===== config.mk =====
export PLATFORM = sky130hd
export DESIGN_NAME = uart_rx_sipo_flat
export DESIGN_NICKNAME = d
export VERILOG_FILES = /design/src/rtl/uart_rx_sipo_if.sv /design/src/rtl/uart_rx_sipo.sv /design/src/flat_wrapper.sv
export SDC_FILE = /design/constraint.sdc
export NUM_CORES = 1
export LEC_CHECK = 0
export ABC_AREA = 1
export CELL_PAD_IN_SITES_DETAIL_PLACEMENT = 1
export CELL_PAD_IN_SITES_GLOBAL_PLACEMENT = 1
export CORE_AREA = 4 4 81 83
export DETAILED_ROUTE_END_ITERATION = 8
export DIE_AREA = 0 0 85 87
export GPL_ROUTABILITY_DRIVEN = 0
export PLACE_DENSITY_LB_ADDON = 0.05
export SLEW_MARGIN = 10
export SYNTH_ARGS = -nofsm -noshare
export SYNTH_HDL_FRONTEND = slang
export SYNTH_SLANG_ARGS = --single-unit
export TNS_END_PERCENT = 30

===== constraint.sdc =====
create_clock -name clk -period 1.4 [get_ports clk]
set_input_delay 0.35 -clock clk [delete_from_list [all_inputs] [get_ports clk]]
set_output_delay 0.35 -clock clk [all_outputs]
set_load 0.01 [all_outputs]

===== src/rtl/uart_rx_sipo_if.sv =====
// UART receiver bundle: oversample enable, serial line, frame config
// and the parallel result with its strobe and error flags.
interface uart_rx_sipo_if;
  logic       sample_tick;
  logic       rx_in;
  logic [1:0] parity_type;
  logic       stop_bits;
  logic       data_length;
  logic [7:0] data_out;
  logic       rx_valid;
  logic       rx_busy;
  logic       parity_error;
  logic       framing_error;

  modport master (
    output sample_tick,
    output rx_in,
    output parity_type,
    output stop_bits,
    output data_length,
    input  data_out,
    input  rx_valid,
    input  rx_busy,
    input  parity_error,
    input  framing_error
  );

  modport slave (
    input  sample_tick,
    input  rx_in,
    input  parity_type,
    input  stop_bits,
    input  data_length,
    output data_out,
    output rx_valid,
    output rx_busy,
    output parity_error,
    output framing_error
  );
endinterface


===== src/rtl/uart_rx_sipo.sv =====
// Oversampling UART receiver: start/7-8 data/parity/1-2 stop
// recovery into a parallel byte with parity and framing flags.
module uart_rx_sipo #(
  parameter int OVERSAMPLE  = 16,
  parameter int SYNC_STAGES = 2
) (
  input logic          clk,
  input logic          rst,
  uart_rx_sipo_if.slave bus
);

  localparam int TW = $clog2(OVERSAMPLE);
  localparam logic [TW-1:0] TMID =
    TW'(OVERSAMPLE / 2 - 1);
  localparam logic [TW-1:0] TEND =
    TW'(OVERSAMPLE - 1);

  typedef enum logic [2:0] {
    S_IDLE,
    S_START,
    S_DATA,
    S_PAR,
    S_STOP,
    S_DONE
  } state_t;

  logic [SYNC_STAGES-1:0] sync_q;
  logic                   rx_s;

  state_t        state_q, state_d;
  logic [TW-1:0] tick_q, tick_d;
  logic [3:0]    bit_q, bit_d;
  logic [7:0]    sh_q, sh_d;
  logic          pbit_q, pbit_d;
  logic          fpend_q, fpend_d;
  logic          armed_q, armed_d;
  logic [1:0]    ptype_q, ptype_d;
  logic          stop2_q, stop2_d;
  logic          len8_q, len8_d;
  logic [7:0]    dout_q, dout_d;
  logic          valid_q, valid_d;
  logic          busy_q, busy_d;
  logic          perr_q, perr_d;
  logic          ferr_q, ferr_d;

  logic          tick_end;
  logic          par_en;
  logic [3:0]    last_bit;
  logic [7:0]    mask;
  logic          par_x;
  logic          perr_calc;

  always_ff @(posedge clk or posedge rst) begin
    if (rst) begin
      sync_q <= '1;
    end else begin
      sync_q[0] <= bus.rx_in;
      for (int i = 1; i < SYNC_STAGES; i++)
        sync_q[i] <= sync_q[i-1];
    end
  end

  assign rx_s     = sync_q[SYNC_STAGES-1];
  assign tick_end = (tick_q == TEND);
  assign par_en   = ptype_q[0] ^ ptype_q[1];
  assign last_bit = len8_q ? 4'd7 : 4'd6;
  assign mask     = len8_q ? 8'hff : 8'h7f;
  assign par_x    = (^(sh_q & mask)) ^ pbit_q;

  always_comb begin
    perr_calc = 1'b0;
    unique case (ptype_q)
      2'b01:   perr_calc = ~par_x;
      2'b10:   perr_calc = par_x;
      default: perr_calc = 1'b0;
    endcase
  end

  always_comb begin
    state_d = state_q;
    tick_d  = tick_q;
    bit_d   = bit_q;
    sh_d    = sh_q;
    pbit_d  = pbit_q;
    fpend_d = fpend_q;
    armed_d = armed_q;
    ptype_d = ptype_q;
    stop2_d = stop2_q;
    len8_d  = len8_q;
    dout_d  = dout_q;
    valid_d = 1'b0;
    busy_d  = busy_q;
    perr_d  = perr_q;
    ferr_d  = ferr_q;

    // Frame delivery runs on the first clk after the last stop sample.
    if (state_q == S_DONE) begin
      dout_d  = sh_q & mask;
      perr_d  = perr_calc;
      ferr_d  = fpend_q;
      valid_d = 1'b1;
      busy_d  = 1'b0;
      state_d = S_IDLE;
    end else if (bus.sample_tick) begin
      unique case (state_q)
        S_IDLE: begin
          tick_d  = '0;
          ptype_d = bus.parity_type;
          stop2_d = bus.stop_bits;
          len8_d  = bus.data_length;
          if (rx_s)
            armed_d = 1'b1;
          else if (armed_q)
            state_d = S_START;
        end
        S_START: begin
          if (tick_q == TMID) begin
            tick_d = '0;
            if (rx_s) begin
              state_d = S_IDLE;
            end else begin
              busy_d  = 1'b1;
              bit_d   = '0;
              sh_d    = '0;
              fpend_d = 1'b0;
              state_d = S_DATA;
            end
          end else begin
            tick_d = tick_q + TW'(1);
          end
        end
        S_DATA: begin
          if (tick_end) begin
            tick_d = '0;
            sh_d[bit_q[2:0]] = rx_s;
            if (bit_q == last_bit) begin
              bit_d   = '0;
              state_d = par_en ? S_PAR : S_STOP;
            end else begin
              bit_d = bit_q + 4'd1;
            end
          end else begin
            tick_d = tick_q + TW'(1);
          end
        end
        S_PAR: begin
          if (tick_end) begin
            tick_d  = '0;
            pbit_d  = rx_s;
            state_d = S_STOP;
          end else begin
            tick_d = tick_q + TW'(1);
          end
        end
        S_STOP: begin
          if (tick_end) begin
            tick_d = '0;
            if (!rx_s)
              fpend_d = 1'b1;
            if (bit_q == {3'd0, stop2_q}) begin
              bit_d   = '0;
              armed_d = rx_s;
              state_d = S_DONE;
            end else begin
              bit_d = bit_q + 4'd1;
            end
          end else begin
            tick_d = tick_q + TW'(1);
          end
        end
        default: state_d = S_IDLE;
      endcase
    end
  end

  always_ff @(posedge clk or posedge rst) begin
    if (rst) begin
      state_q <= S_IDLE;
      tick_q  <= '0;
      bit_q   <= '0;
      sh_q    <= '0;
      pbit_q  <= 1'b0;
      fpend_q <= 1'b0;
      armed_q <= 1'b0;
      ptype_q <= '0;
      stop2_q <= 1'b0;
      len8_q  <= 1'b0;
      dout_q  <= '0;
      valid_q <= 1'b0;
      busy_q  <= 1'b0;
      perr_q  <= 1'b0;
      ferr_q  <= 1'b0;
    end else begin
      state_q <= state_d;
      tick_q  <= tick_d;
      bit_q   <= bit_d;
      sh_q    <= sh_d;
      pbit_q  <= pbit_d;
      fpend_q <= fpend_d;
      armed_q <= armed_d;
      ptype_q <= ptype_d;
      stop2_q <= stop2_d;
      len8_q  <= len8_d;
      dout_q  <= dout_d;
      valid_q <= valid_d;
      busy_q  <= busy_d;
      perr_q  <= perr_d;
      ferr_q  <= ferr_d;
    end
  end

  assign bus.data_out      = dout_q;
  assign bus.rx_valid      = valid_q;
  assign bus.rx_busy       = busy_q;
  assign bus.parity_error  = perr_q;
  assign bus.framing_error = ferr_q;

endmodule


===== src/flat_wrapper.sv =====
// flat-port wrapper written by rule: the top's interface ports become plain ports
module uart_rx_sipo_flat 
#(
  parameter int OVERSAMPLE  = 16,
  parameter int SYNC_STAGES = 2
)
  (clk, rst, bus_sample_tick, bus_rx_in, bus_parity_type, bus_stop_bits, bus_data_length, bus_data_out, bus_rx_valid, bus_rx_busy, bus_parity_error, bus_framing_error);
  uart_rx_sipo_if bus_i ();
  input logic clk;
  input logic rst;
  input wire logic [$bits(bus_i.sample_tick)-1:0] bus_sample_tick;
  input wire logic [$bits(bus_i.rx_in)-1:0] bus_rx_in;
  input wire logic [$bits(bus_i.parity_type)-1:0] bus_parity_type;
  input wire logic [$bits(bus_i.stop_bits)-1:0] bus_stop_bits;
  input wire logic [$bits(bus_i.data_length)-1:0] bus_data_length;
  output wire logic [$bits(bus_i.data_out)-1:0] bus_data_out;
  output wire logic [$bits(bus_i.rx_valid)-1:0] bus_rx_valid;
  output wire logic [$bits(bus_i.rx_busy)-1:0] bus_rx_busy;
  output wire logic [$bits(bus_i.parity_error)-1:0] bus_parity_error;
  output wire logic [$bits(bus_i.framing_error)-1:0] bus_framing_error;
  assign bus_i.sample_tick = bus_sample_tick;
  assign bus_i.rx_in = bus_rx_in;
  assign bus_i.parity_type = bus_parity_type;
  assign bus_i.stop_bits = bus_stop_bits;
  assign bus_i.data_length = bus_data_length;
  assign bus_data_out = bus_i.data_out;
  assign bus_rx_valid = bus_i.rx_valid;
  assign bus_rx_busy = bus_i.rx_busy;
  assign bus_parity_error = bus_i.parity_error;
  assign bus_framing_error = bus_i.framing_error;
  uart_rx_sipo #(.OVERSAMPLE(OVERSAMPLE), .SYNC_STAGES(SYNC_STAGES)) u_core (.clk(clk), .rst(rst), .bus(bus_i));
endmodule

==> out/results.ini, run 1 <==
[synthesis]
synth_commonest_cells = 78 x sky130_fd_sc_hd__nand2_1, 41 x sky130_fd_sc_hd__inv_1, 38 x sky130_fd_sc_hd__dfrtp_1
synthMostInstantiatedCell = sky130_fd_sc_hd__nand2_1
muxShareOfSynthArea = 0.00523
yosys.area_share.simple = 0.286
synthesis.area_mm2 = 0.00215
synth_compound_area_frac = 0.118
synth_adder_area_share = 0.0232
post_synth_main_area_contributors = sky130_fd_sc_hd__dfrtp_1 44%, sky130_fd_sc_hd__nand2_1 14%, sky130_fd_sc_hd__inv_1 7.1%, sky130_fd_sc_hd__o21ai_0 5.3%, sky130_fd_sc_hd__nor2_1 4.7%
synth_enable_flop_cells = 0
post_synth_top_area_cell = sky130_fd_sc_hd__dfrtp_1
synth_top_family_by_area = simple AND/OR/NAND/NOR gates
synth-warning-count = 0
ys_seq_elements = 40
yosys.cell_types.count = 32
synth-xor-area-share = 0.0163
synth_async_sr_flop_share = 1.00
top_area_cell_type_share_of_the_netlist_area = 0.441
synth_area_per_cell_um2 = 7.64
synthesis.nets = 294
register_area_share_after_synthesis = 0.466
ys.flop_type = sky130_fd_sc_hd__dfrtp_1
synth_cells = 282

[routing]
ant_nets = 0
wl_per_cell_um = 12.8
drt_wl_total_um = 5450
drtPass1Iterations = 4
post-route-drc-count = 0
drt-initial-drc-count = 63
via_count = 1961
post_drt_via_cell_ratio = 4.60

[setup_path]
cp.arrival_ns = 1.76
worst_ep_required_time_ns = 1.59
type_of_element_launching_the_critical_path = flip-flop
timing_worst_setup_path_type = reg -> reg
cp-end-kind = flip-flop
critical_path.max_fanout = 7

[finish]
post_layout_nonfiller_instances = 426
final_design_area_no_fill_mm2 = 0.00295
antenna-diode-count = 0
final_layout_size_suffix_gt1_frac = 0.256
seqCellArea_mm2 = 0.00101
nNetsFinal = 362
area_growth_pct = 37.0
num-fill-cells = 724
post-route-util = 0.504
multi_input_area_mm2 = 0.00103

[grt]
grt_start_max_net_pins = 41
antenna_found_initial = 0
global_route.usage.met2 = 0.276
groute.layer.met1.usage = 0.215
gr_util_met3 = 0.0360
globalRouteTotalUtil = 0.164
grt_pass1_wl_um = 9690
grt_most_used_layer = met2
globalRoute.totalOverflow = 0
grt_pass1_vias = 2049

[floorplan]
row_count = 28
floorplan.initialDensity = 0.368
fp.dieH_um = 87
floorplan.io_pins = 20
design.die.area_mm2 = 0.00740
die_width_um = 85
core_area_mm2 = 0.00585

[clock_tree]
cts_root_buffer = sky130_fd_sc_hd__clkbuf_8
clkSinkCount = 40
cts_buffers = 5
clock_tree_from_tritoncts = built
clk_transition_reported_paths_ns = 0.08
cts-htree-levels = 2
clock_latency_ns = 0.29
max-clock-path-buffers = 2

[timing]
final_hold_viol_count = 0
max_slew.worst_pin.slew_ns = 0.292
clock_skew_ns = 0.00448
final_max_slew_viol_count = 0
timing.fmax_ghz = 0.634
fin_crit_ns = 1.58
rsz0062_at_grt = true
timing.slew.headroom = 0.804
min_period_over_period = 1.13
setup_viol = 20
worst_slack_ns = -0.177
fin_setup_tns_ns = -2.19

[placement]
placed_cells_incl_taps = 412
area_after_dpl_mm2 = 0.00275
dp_worst_setup_slack_ns = -0.415
place.detailed.hpwl_um = 4160
place.port_buffers = 19

[pwr]
p_leak_nw = 1.57
peakVddDrop_mv = 0.724
p_per_area_mw_per_mm2 = 1830

[status]
outcome = finished with violations
violations = setup timing

[run]
maxCapViolCount = 0

[worst_hold_path]
worstHoldPathType = reg -> reg

## report_power, final
part | internal (mW) | switching (mW) | leakage [nW]
clock | 0.528 | 0.430 | 0.0541
sequential | 1.46 | 0.279 | 0.517
combinational | 1.29 | 1.43 | 0.996
## path summary, 6_finish.rpt
path                                              start                                  to  slack [ns]  depth (start not counted)
max                        u_core.tick_q[1]$_DFFE_PP0P_          u_core.sh_q[3]$_DFFE_PP0P_       -0.18                          9
min                          u_core.sync_q[0]$_DFF_PP1_          u_core.sync_q[1]$_DFF_PP1_        0.36                          0
max reg2reg                u_core.tick_q[1]$_DFFE_PP0P_          u_core.sh_q[3]$_DFFE_PP0P_       -0.18                          9
min reg2reg                  u_core.sync_q[0]$_DFF_PP1_          u_core.sync_q[1]$_DFF_PP1_        0.36                          0
max in group asynchronous                           rst          u_core.sync_q[1]$_DFF_PP1_        0.72                          3
min in group asynchronous                           rst  u_core.bus.data_out[6]$_DFFE_PP0P_        0.42                          3
## sequential cells by signal, indices dropped and copies added (netlist names)
register                  cells
u_core.fpend_q                1
u_core.bus.rx_valid           1
u_core.bus.rx_busy            1
u_core.tick_q                 4
u_core.ptype_q                2
u_core.state_q                3
u_core.bus.data_out           8
u_core.armed_q                1
u_core.bus.framing_error      1
u_core.sh_q                   8
u_core.stop2_q                1
u_core.len8_q                 1
u_core.sync_q                 2
u_core.bus.parity_error       1
u_core.pbit_q                 1
u_core.bit_q                  4
## through the flow
stage               hold slack [ns]  power (mW)
floorplan                     0.345        3.10
global placement              0.346        4.22
detailed placement            0.348        4.29
CTS                           0.365        5.35
global route                  0.373        5.92
finish                        0.361        5.41
## critical path, cell delays in order, from the launching register on
cell	delay [ns]
sky130_fd_sc_hd__dfrtp_1	0.41
sky130_fd_sc_hd__ha_4	0.17
sky130_fd_sc_hd__nand2_4	0.06
sky130_fd_sc_hd__nor2_4	0.13
sky130_fd_sc_hd__a21oi_2	0.10
sky130_fd_sc_hd__nor2_4	0.13
sky130_fd_sc_hd__nand2_4	0.08
sky130_fd_sc_hd__buf_4	0.16
sky130_fd_sc_hd__o21ai_0	0.17
sky130_fd_sc_hd__nand2_1	0.07
## metal layers
| layer | vias to the layer above | wire [um] |
|---|---|---|
| met1 | 902 | 2590 |
| li1 | 1030 | - |
| met4 | 0 | 55 |
| met5 | - | 0 |
| met2 | 24 | 2620 |
| met3 | 5 | 178 |
## cells in the final DEF (no fill, tap or decap), types with 4 or more instances in the layout
cell type,netlist,final
sky130_fd_sc_hd__nand2_1,78,72
sky130_fd_sc_hd__buf_4,1,43
sky130_fd_sc_hd__inv_1,41,37
sky130_fd_sc_hd__dfrtp_1,38,35
sky130_fd_sc_hd__nor2_1,27,24
sky130_fd_sc_hd__o21ai_0,23,23
sky130_fd_sc_hd__nand3_1,16,15
sky130_fd_sc_hd__dlygate4sd2_1,0,12
sky130_fd_sc_hd__a21oi_1,9,9
sky130_fd_sc_hd__inv_2,3,7
sky130_fd_sc_hd__o21ai_1,7,7
sky130_fd_sc_hd__nand2_2,1,6
sky130_fd_sc_hd__clkdlybuf4s50_1,0,6
sky130_fd_sc_hd__clkbuf_8,0,5
sky130_fd_sc_hd__nor3_1,6,4
## layout make-up
cell class	count	share of cell area
clock buffers	5	0.0233
clock inverters	3	0.0144
inverters	44	0.0560
multi-input cells	194	0.349
flip-flops and latches	40	0.341
well taps	75	0.0318
repair buffers	65	0.184
## repair_timing
item | in CTS | in global routing
gates resized for setup | 22 | 10
setup buffers | 3 | 3
endpoints found under the setup margin | 37 | 27
pin swaps | 9 | 6
hold buffers | 0 | 0
hold endpoints to repair | 0 | 0
## kinds of logic (layout without fill, tap and decap cells)
| logic type | Yosys count | in the layout |
|---|---|---|
| AOI/OAI and AO/OA | 46 | 46 |
| xor gates and xnor gates | 4 | 4 |
| adders and majority gates | 4 | 4 |
| buffers and inverters | 48 | 117 |
| DFF | 40 | 40 |
| muxes | 1 | 1 |
| and+or+nand+nor | 139 | 139 |
Note: power is estimated with default switching activity, not from simulation.
==> run 2, diff against run 1 <==
GPL_TIMING_DRIVEN = 0   (was not set)
TNS_END_PERCENT = not set   (was 30)
==> out/results.ini, run 2 (synthesized netlist as in run 1, its figures left out) <==
[status]
outcome = finished with violations
violations = setup timing

[pwr]
p_leak_nw = 1.51
peakVddDrop_mv = 0.802
p_per_area_mw_per_mm2 = 1830

[grt]
globalRouteTotalUtil = 0.162
antenna_found_initial = 0
grt_pass1_wl_um = 9500
grt_pass1_vias = 2012
globalRoute.totalOverflow = 0
grt_start_max_net_pins = 24

[finish]
nNetsFinal = 344
area_growth_pct = 39.0
post_layout_nonfiller_instances = 408
antenna-diode-count = 0
final_design_area_no_fill_mm2 = 0.00300
post-route-util = 0.512
final_layout_size_suffix_gt1_frac = 0.306
most_common_library_cell_in_the_layout_ignoring_fill_and_taps = sky130_fd_sc_hd__nand2_1
final_cell_mix = 59 x sky130_fd_sc_hd__nand2_1, 35 x sky130_fd_sc_hd__dfrtp_1, 29 x sky130_fd_sc_hd__inv_1

[setup_path]
critical_path.reg2reg.endpoint = u_core.sh_q[3]$_DFFE_PP0P_
cp-end-kind = flip-flop
startpoint = u_core.tick_q[0]$_DFFE_PP0P_
crit_path_end = u_core.sh_q[3]$_DFFE_PP0P_
type_of_element_launching_the_critical_path = flip-flop
timing_worst_setup_path_type = reg -> reg
timing.rr.start = u_core.tick_q[0]$_DFFE_PP0P_
reg2regPathDepth = 9
reg2reg_setup_slack_ns = -0.24
critical_path.max_fanout = 7
cp.arrival_ns = 1.82
worst_ep_required_time_ns = 1.58

[clock_tree]
max-clock-path-buffers = 2
cts-htree-levels = 2
holdBufCountCts = 0
clk_transition_reported_paths_ns = 0.08
cts_buffers = 5
clock_latency_ns = 0.29
clkSinkCount = 40
cts_root_buffer = sky130_fd_sc_hd__clkbuf_8
clock_tree_from_tritoncts = built

[placement]
placed_cells_incl_taps = 377
place.port_buffers = 19
place.detailed.hpwl_um = 3920
area_after_dpl_mm2 = 0.00248

[worst_hold_path]
worstHoldPathType = reg -> reg
hold_path_depth = 0

[routing]
drt-initial-drc-count = 71
via_count = 1985
ant_nets = 0
post-route-drc-count = 0
drt-met1-wl_um = 2590
dr_wl_met2_um = 2890
drtPass1Iterations = 4
drt_wl_total_um = 5720
wl_per_cell_um = 14.0
post_drt_via_cell_ratio = 4.87
wl_met3_um = 176
routed.top_layer = met4

[timing]
fin_setup_tns_ns = -3.45
final_max_slew_viol_count = 0
fin_crit_ns = 1.64
rsz0062_at_grt = true
timing.fmax_ghz = 0.612
max_slew.worst_pin.slew_ns = 0.431
min_period_over_period = 1.17
setup_viol = 20
worst_slack_ns = -0.235
clock_skew_ns = 0.00480
timing.slew.headroom = 0.713
final_hold_viol_count = 0

[floorplan]
fp.dieH_um = 87
row_count = 28
die_width_um = 85
floorplan.io_pins = 20
core_area_mm2 = 0.00585
floorplan.initialDensity = 0.368
design.die.area_mm2 = 0.00740

[run]
maxCapViolCount = 0

run 2: cell count changes in the layout (fill, tap and decap cells not counted), sizes merged:
cell          change
buf              -20
clkbuf            +2
dlygate4sd2       +1
dlymetal6s2s      -1
run 2: report_power, final:
part           internal [mW]  total [mW]  switching, mW  leakage (nW)
Sequential              1.46        1.73          0.273         0.517
Clock                  0.528       0.950          0.422        0.0541
Combinational           1.18        2.80           1.62         0.942
Total                   3.17        5.48           2.31          1.51
run 2: worst min-delay path by stage:
stage	startpoint	endpoint	slack, ns
final	u_core.sync_q[0]$_DFF_PP1_	u_core.sync_q[1]$_DFF_PP1_	0.36
after global routing	u_core.sync_q[0]$_DFF_PP1_	u_core.sync_q[1]$_DFF_PP1_	0.36
after CTS	u_core.sync_q[0]$_DFF_PP1_	u_core.sync_q[1]$_DFF_PP1_	0.36
after detailed placement	u_core.sync_q[0]$_DFF_PP1_	u_core.sync_q[1]$_DFF_PP1_	0.35
after global placement	u_core.sync_q[0]$_DFF_PP1_	u_core.sync_q[1]$_DFF_PP1_	0.35
after floorplan	u_core.sync_q[0]$_DFF_PP1_	u_core.sync_q[1]$_DFF_PP1_	0.35
run 2: area by class of cell:
class / count / area, um^2
inverters: 44 / 173
multi-input cells: 194 / 1190
fillers: 735 / 2860
well taps: 75 / 93.8
flip-flops and latches: 40 / 1010
clock buffers: 5 / 68.8
repair buffers: 43 / 385
clock inverters: 3 / 42.5
plain buffers: 4 / 30.0
run 2: critical path: stages, from the launching register on:
cell and delay (ns):
sky130_fd_sc_hd__dfrtp_1 0.37, sky130_fd_sc_hd__ha_2 0.21, sky130_fd_sc_hd__nand2_4 0.07, sky130_fd_sc_hd__nor2_4 0.18, sky130_fd_sc_hd__a21oi_4 0.09, sky130_fd_sc_hd__nor2_4 0.14
sky130_fd_sc_hd__nand2_4 0.08, sky130_fd_sc_hd__buf_4 0.16, sky130_fd_sc_hd__o21ai_0 0.17, sky130_fd_sc_hd__nand2_1 0.07
run 2: repair_timing:
item | 4_1_cts | 5_1_grt
pin swaps | 17 | 25
gates resized for setup | 29 | 63
setup buffers | 11 | 12
setup endpoints to repair | 39 | 24
run 2: per-stage QoR:
stage	hold WS (ns)	worst slack, ns	total power [mW]
floorplan	0.345	-0.0531	3.10
global placement	0.347	-0.823	3.65
detailed placement	0.349	-0.513	3.69
CTS	0.359	-0.224	4.93
global route	0.364	-0.390	5.94
finish	0.359	-0.235	5.48
run 2: routing by layer:
layer / up-vias / GRT usage
li1: 999 / -
met1: 956 / 0.212
met2: 24 / 0.269
met3: 6 / 0.0388
met4: 0 / 0.0432
met5: - / 0
==> variant 1 (config.mk and constraints of run 1) <==
Reset style: synchronous (`rst`), changed in 2 clocked blocks.
--- a/src/rtl/uart_rx_sipo.sv
+++ b/src/rtl/uart_rx_sipo.sv
@@ -50,7 +50,7 @@
   logic          par_x;
   logic          perr_calc;
 
-  always_ff @(posedge clk or posedge rst) begin
+  always_ff @(posedge clk) begin
     if (rst) begin
       sync_q <= '1;
     end else begin
@@ -173,7 +173,7 @@
     end
   end
 
-  always_ff @(posedge clk or posedge rst) begin
+  always_ff @(posedge clk) begin
     if (rst) begin
       state_q <= S_IDLE;
       tick_q  <= '0;
Function: same outputs for any inputs over 10 cycles, from zero or initial values and one cycle with rst high; that may be too few to reach the edited logic, so the function may still have changed.
==> variant 1 against run 1 <==
- the flow still finishes with violations (setup timing)
- non-clock buffer count up 9
- count of clock-buffer cells in the layout unchanged
- sequential cell count unchanged
- core utilization up 3.8 points
- setup slack better by 0.064 ns
- critical path depth up 1
- final area up 7.5%
- via count up 23%
- wire length up 28%
- synthesized area up 1.6%
- maximum frequency up 4.2%
- synthesized cell count up 18%
- die area unchanged
Power is not compared: it rests on default switching activity, and its combinational part moved more than twofold at a synthesized area within 25%.
==> variant 1: results (changes against run 1) <==
| Metric | Reported | Unit | vs run 1 |
| --- | --- | --- | --- |
| Endpoint of the most critical register-to-register path | u_core.bit_q[2]$_SDFFE_PP0P_ | - | was u_core.sh_q[3]$_DFFE_PP0P_ |
| Total Power | 3.02 | mW |  |
| Hold endpoint | u_core.sync_q[1]$_SDFF_PP1_ | - | was u_core.sync_q[1]$_DFF_PP1_ |
| Endpoint arrival time on the critical path | 1.71 | ns | was 1.76 ns |
| Fraction of final layout cells sized beyond drive strength 1 | 30.6 | % | was 25.6% |
| Via count of the first global-routing pass | 2479 | - | was 2049 |
| Number of nets in the final layout | 420 | - | was 362 |
| Final wirelength | 6960 | µm | was 5450 µm |
| Most area-consuming cells after synthesis | sky130_fd_sc_hd__dfxtp_1 37%, sky130_fd_sc_hd__nand2_1 18%, sky130_fd_sc_hd__inv_1 6.2% | - | was sky130_fd_sc_hd__dfrtp_1 44%, sky130_fd_sc_hd__nand2_1 14%, sky130_fd_sc_hd__inv_1 7.1% |
| Filler-free cell count of the finished design | 483 | - | was 426 |
| Hold Path Cell Cnt | 1 | - | was 0 |
| Slowest cell delay on critical path | 0.36 | ns | was 0.41 ns |
| Failing checks | setup timing | - | unchanged |
| Highest-delay cell along the critical path | sky130_fd_sc_hd__dfxtp_2 | - | was sky130_fd_sc_hd__dfrtp_1 |
| Crit path launch | u_core.tick_q[1]$_SDFFE_PP0P_ | - | was u_core.tick_q[1]$_DFFE_PP0P_ |
| Net count of the mapped netlist | 344 | - | was 294 |
| Endpoints failing setup | 19 | - | was 20 |
| Fill cells | 775 | - | was 724 |
| Worst Max-Slew Pin Slew | 0.452 | ns | was 0.292 ns |
| Overall fraction of global-route tracks in use | 20.1 | % | was 16.4% |
| Number of placed instances, taps included | 467 | - | was 412 |
| HPWL after DPL | 5080 | µm | was 4160 µm |
| Worst setup margin | -0.113 | ns | was -0.177 ns |
| Register area share after synthesis | 36.6 | % | was 46.6% |
| Synth top cells by count | 107 x sky130_fd_sc_hd__nand2_1, 40 x sky130_fd_sc_hd__dfxtp_1, 36 x sky130_fd_sc_hd__inv_1 | - | was 78 x sky130_fd_sc_hd__nand2_1, 41 x sky130_fd_sc_hd__inv_1, 38 x sky130_fd_sc_hd__dfrtp_1 |
| Status | finished with violations | - | unchanged |
| Worst-path fanout max | 5 | - | was 7 |
-- variant 1: final cells by class --
| class | instances | area, µm² | area share [%] |
|---|---|---|---|
| clock inverter | 2 | 60.1 | 1.89 |
| clock buffer | 5 | 68.8 | 2.17 |
| multi-input combinational | 244 | 1370 | 43.1 |
| tap | 75 | 93.8 | 2.96 |
| timing repair buffer | 74 | 603 | 19.0 |
| sequential | 40 | 815 | 25.7 |
| inverter | 43 | 164 | 5.17 |
-- variant 1: per-stage QoR --
step	instance area, µm²	setup slack [ns]	hold WS, ns	setup TNS (ns)
after floorplan	2220	-0.0628	0.389	-0.422
after global placement	2840	-0.340	0.394	-8.31
after detailed placement	2840	-0.362	0.410	-9.14
after CTS	3100	-0.104	0.427	-0.827
after global routing	3170	-0.219	0.438	-3.21
final	3170	-0.113	0.429	-1.15
-- variant 1: cells by family after synthesis --
logic type / synth area share, %
and+or+nand+nor: 36.3
adders and majority gates: 2.29
buffers and inverters: 8.74
xor gates and xnor gates: 1.20
DFF: 36.6
AOI/OAI and AO/OA: 14.9
-- variant 1: power by group --
part	total (mW)	switching, mW	internal [mW]	leakage [nW]
clock	1.13	0.428	0.702	0.0642
combinational	0.677	0.390	0.287	1.05
sequential	1.22	0.0400	1.18	0.328
total	3.02	0.858	2.17	1.44
-- variant 1: what timing repair did --
item                                    4_1_cts  5_1_grt
gates cloned                                  1        0
endpoints found under the setup margin       42       37
buffers inserted                              6        4
gates resized for setup                      39       23
pin swaps                                    14        8
-- variant 1: routing by layer --
| metal | track usage (%) | vias up |
|---|---|---|
| met3 | 3.12 | 10 |
| met2 | 38.2 | 27 |
| met1 | 23.5 | 1157 |
| met5 | 0 | - |
| met4 | 4.75 | 0 |
| li1 | - | 1220 |
-- variant 1: worst max-delay path by stage --
stage	to	slack [ns]
2_1_floorplan	u_core.sh_q[6]$_SDFFE_PP0P_	-0.06
6_report	u_core.bit_q[2]$_SDFFE_PP0P_	-0.11
3_5_place_dp	u_core.sh_q[3]$_SDFFE_PP0P_	-0.36
5_1_grt	u_core.bit_q[2]$_SDFFE_PP0P_	-0.22
3_3_place_gp	u_core.tick_q[0]$_SDFFE_PP0P_	-0.34
4_1_cts	u_core.bit_q[2]$_SDFFE_PP0P_	-0.10
==> variant 2 (flow settings as in run 1) <==
Made on the original files. `SYNC_STAGES` is set to 2 in 2 places; all go to 4.
--- a/src/rtl/uart_rx_sipo.sv
+++ b/src/rtl/uart_rx_sipo.sv
@@ -2,7 +2,7 @@
 // recovery into a parallel byte with parity and framing flags.
 module uart_rx_sipo #(
   parameter int OVERSAMPLE  = 16,
-  parameter int SYNC_STAGES = 2
+  parameter int SYNC_STAGES = 4
 ) (
   input logic          clk,
   input logic          rst,
--- a/src/flat_wrapper.sv
+++ b/src/flat_wrapper.sv
@@ -2,7 +2,7 @@
 module uart_rx_sipo_flat 
 #(
   parameter int OVERSAMPLE  = 16,
-  parameter int SYNC_STAGES = 2
+  parameter int SYNC_STAGES = 4
 )
   (clk, rst, bus_sample_tick, bus_rx_in, bus_parity_type, bus_stop_bits, bus_data_length, bus_data_out, bus_rx_valid, bus_rx_busy, bus_parity_error, bus_framing_error);
   uart_rx_sipo_if bus_i ();
Function: no difference found for any inputs over 10 cycles, from zero or initial values and one cycle with rst high; that may be too few to reach the edited logic, so the function may still have changed.
==> variant 2 against run 1 <==
- the run still ends with setup timing left
- synthesized area increased by 5.9%
- final area increased by 7.2%
- sequential cell count increased by 2
- global-route usage increased by 2.2 points
- setup slack got worse by 0.089 ns
- wire length increased by 17%
- synthesized cell count increased by 3.5%
- power decreased by 4.1%
- largest cell class unchanged
- highest routed layer unchanged
==> variant 2: results (changes against run 1) <==
| Metric | Reported | Unit | vs run 1 |
| --- | --- | --- | --- |
| Status | finished with violations | - | unchanged |
| Failing checks | setup timing | - | unchanged |
| Count of vias placed by the detailed router | 2193 | - | was 1961 |
| Non-clock buffers, area share | 19.7 | % | was 18.4% |
| Combinational share of power | 52.9 | % | was 50.2% |
| Number of nets in the final layout | 385 | - | was 362 |
| Net count of the mapped netlist | 304 | - | was 294 |
| Inverters excl. clock | 37 | - | was 44 |
| Number of flip-flops and latches | 42 | - | was 40 |
| Final clock-cell share | 2.49 | % | was 3.77% |
| First-pass GRT wire length | 10800 | µm | was 9690 µm |
| Net Switching | 2.15 | mW | was 2.14 mW |
| Register area share after synthesis | 46.3 | % | was 46.6% |
| Endpoint arrival time on the critical path | 1.85 | ns | was 1.76 ns |
| Leakage power | 1.66 | nW | was 1.57 nW |
| Repair and plain buffers | 77 | - | was 65 |
| DR WL/cell | 14.3 | µm | was 12.8 µm |
| Post-Place Cell Area | 0.00290 | mm² | was 0.00275 mm² |
| Proportion of cell area occupied by registers | 33.4 | % | was 34.1% |
| Overall fraction of global-route tracks in use | 18.6 | % | was 16.4% |
| Filler-free cell count of the finished design | 448 | - | was 426 |
| Worst Max-Slew Pin Slew | 0.365 | ns | was 0.292 ns |
| Multi-input gates | 210 | - | was 194 |
| Syn Inst Count | 292 | - | was 282 |
| HPWL after DPL | 4660 | µm | was 4160 µm |
| Endpoints failing setup | 21 | - | was 20 |
| Final hold slack | 0.359 | ns | was 0.361 ns |
| Slowest cell delay on critical path | 0.37 | ns | was 0.41 ns |
| Max VDD drop | 958 | µV | was 724 µV |
| Fraction of final layout cells sized beyond drive strength 1 | 32.4 | % | was 25.6% |
| Seq pwr | 1.68 | mW | was 1.74 mW |
| First-iteration detailed-routing DRC count | 78 | - | was 63 |
| Worst setup margin | -0.266 | ns | was -0.177 ns |
variant 2: layer usage:
metal	vias up	wire length, µm	GRT usage [%]
li1	1085	-	-
met1	1073	2740	21.8
met2	27	3360	34.0
met3	8	189	3.41
met4	0	104	6.19
met5	-	0	0
variant 2: timing repair:
action                     in CTS  in global routing
buffers inserted                8                  4
hold endpoints to repair        0                  0
pin swaps                      10                 10
resized for setup              24                 22
setup endpoints to repair      38                 26
variant 2: per-stage QoR:
stage	util [%]	setup slack (ns)	power, mW
finish	54.1	-0.266	5.19
global route	54.1	-0.382	5.61
CTS	52.5	-0.310	4.99
detailed placement	49.6	-0.291	4.11
global placement	49.6	-0.255	4.03
floorplan	-	-0.0619	2.96
variant 2: cell families after synthesis:
group / count (synthesis) / synth area share [%]
and+or+nand+nor: 153 / 30.2
AOI/OAI and AO/OA: 47 / 12.1
buffers and inverters: 40 / 6.91
adders and majority gates: 4 / 2.19
muxes: 1 / 0.493
DFF: 42 / 46.3
xor gates and xnor gates: 5 / 1.92
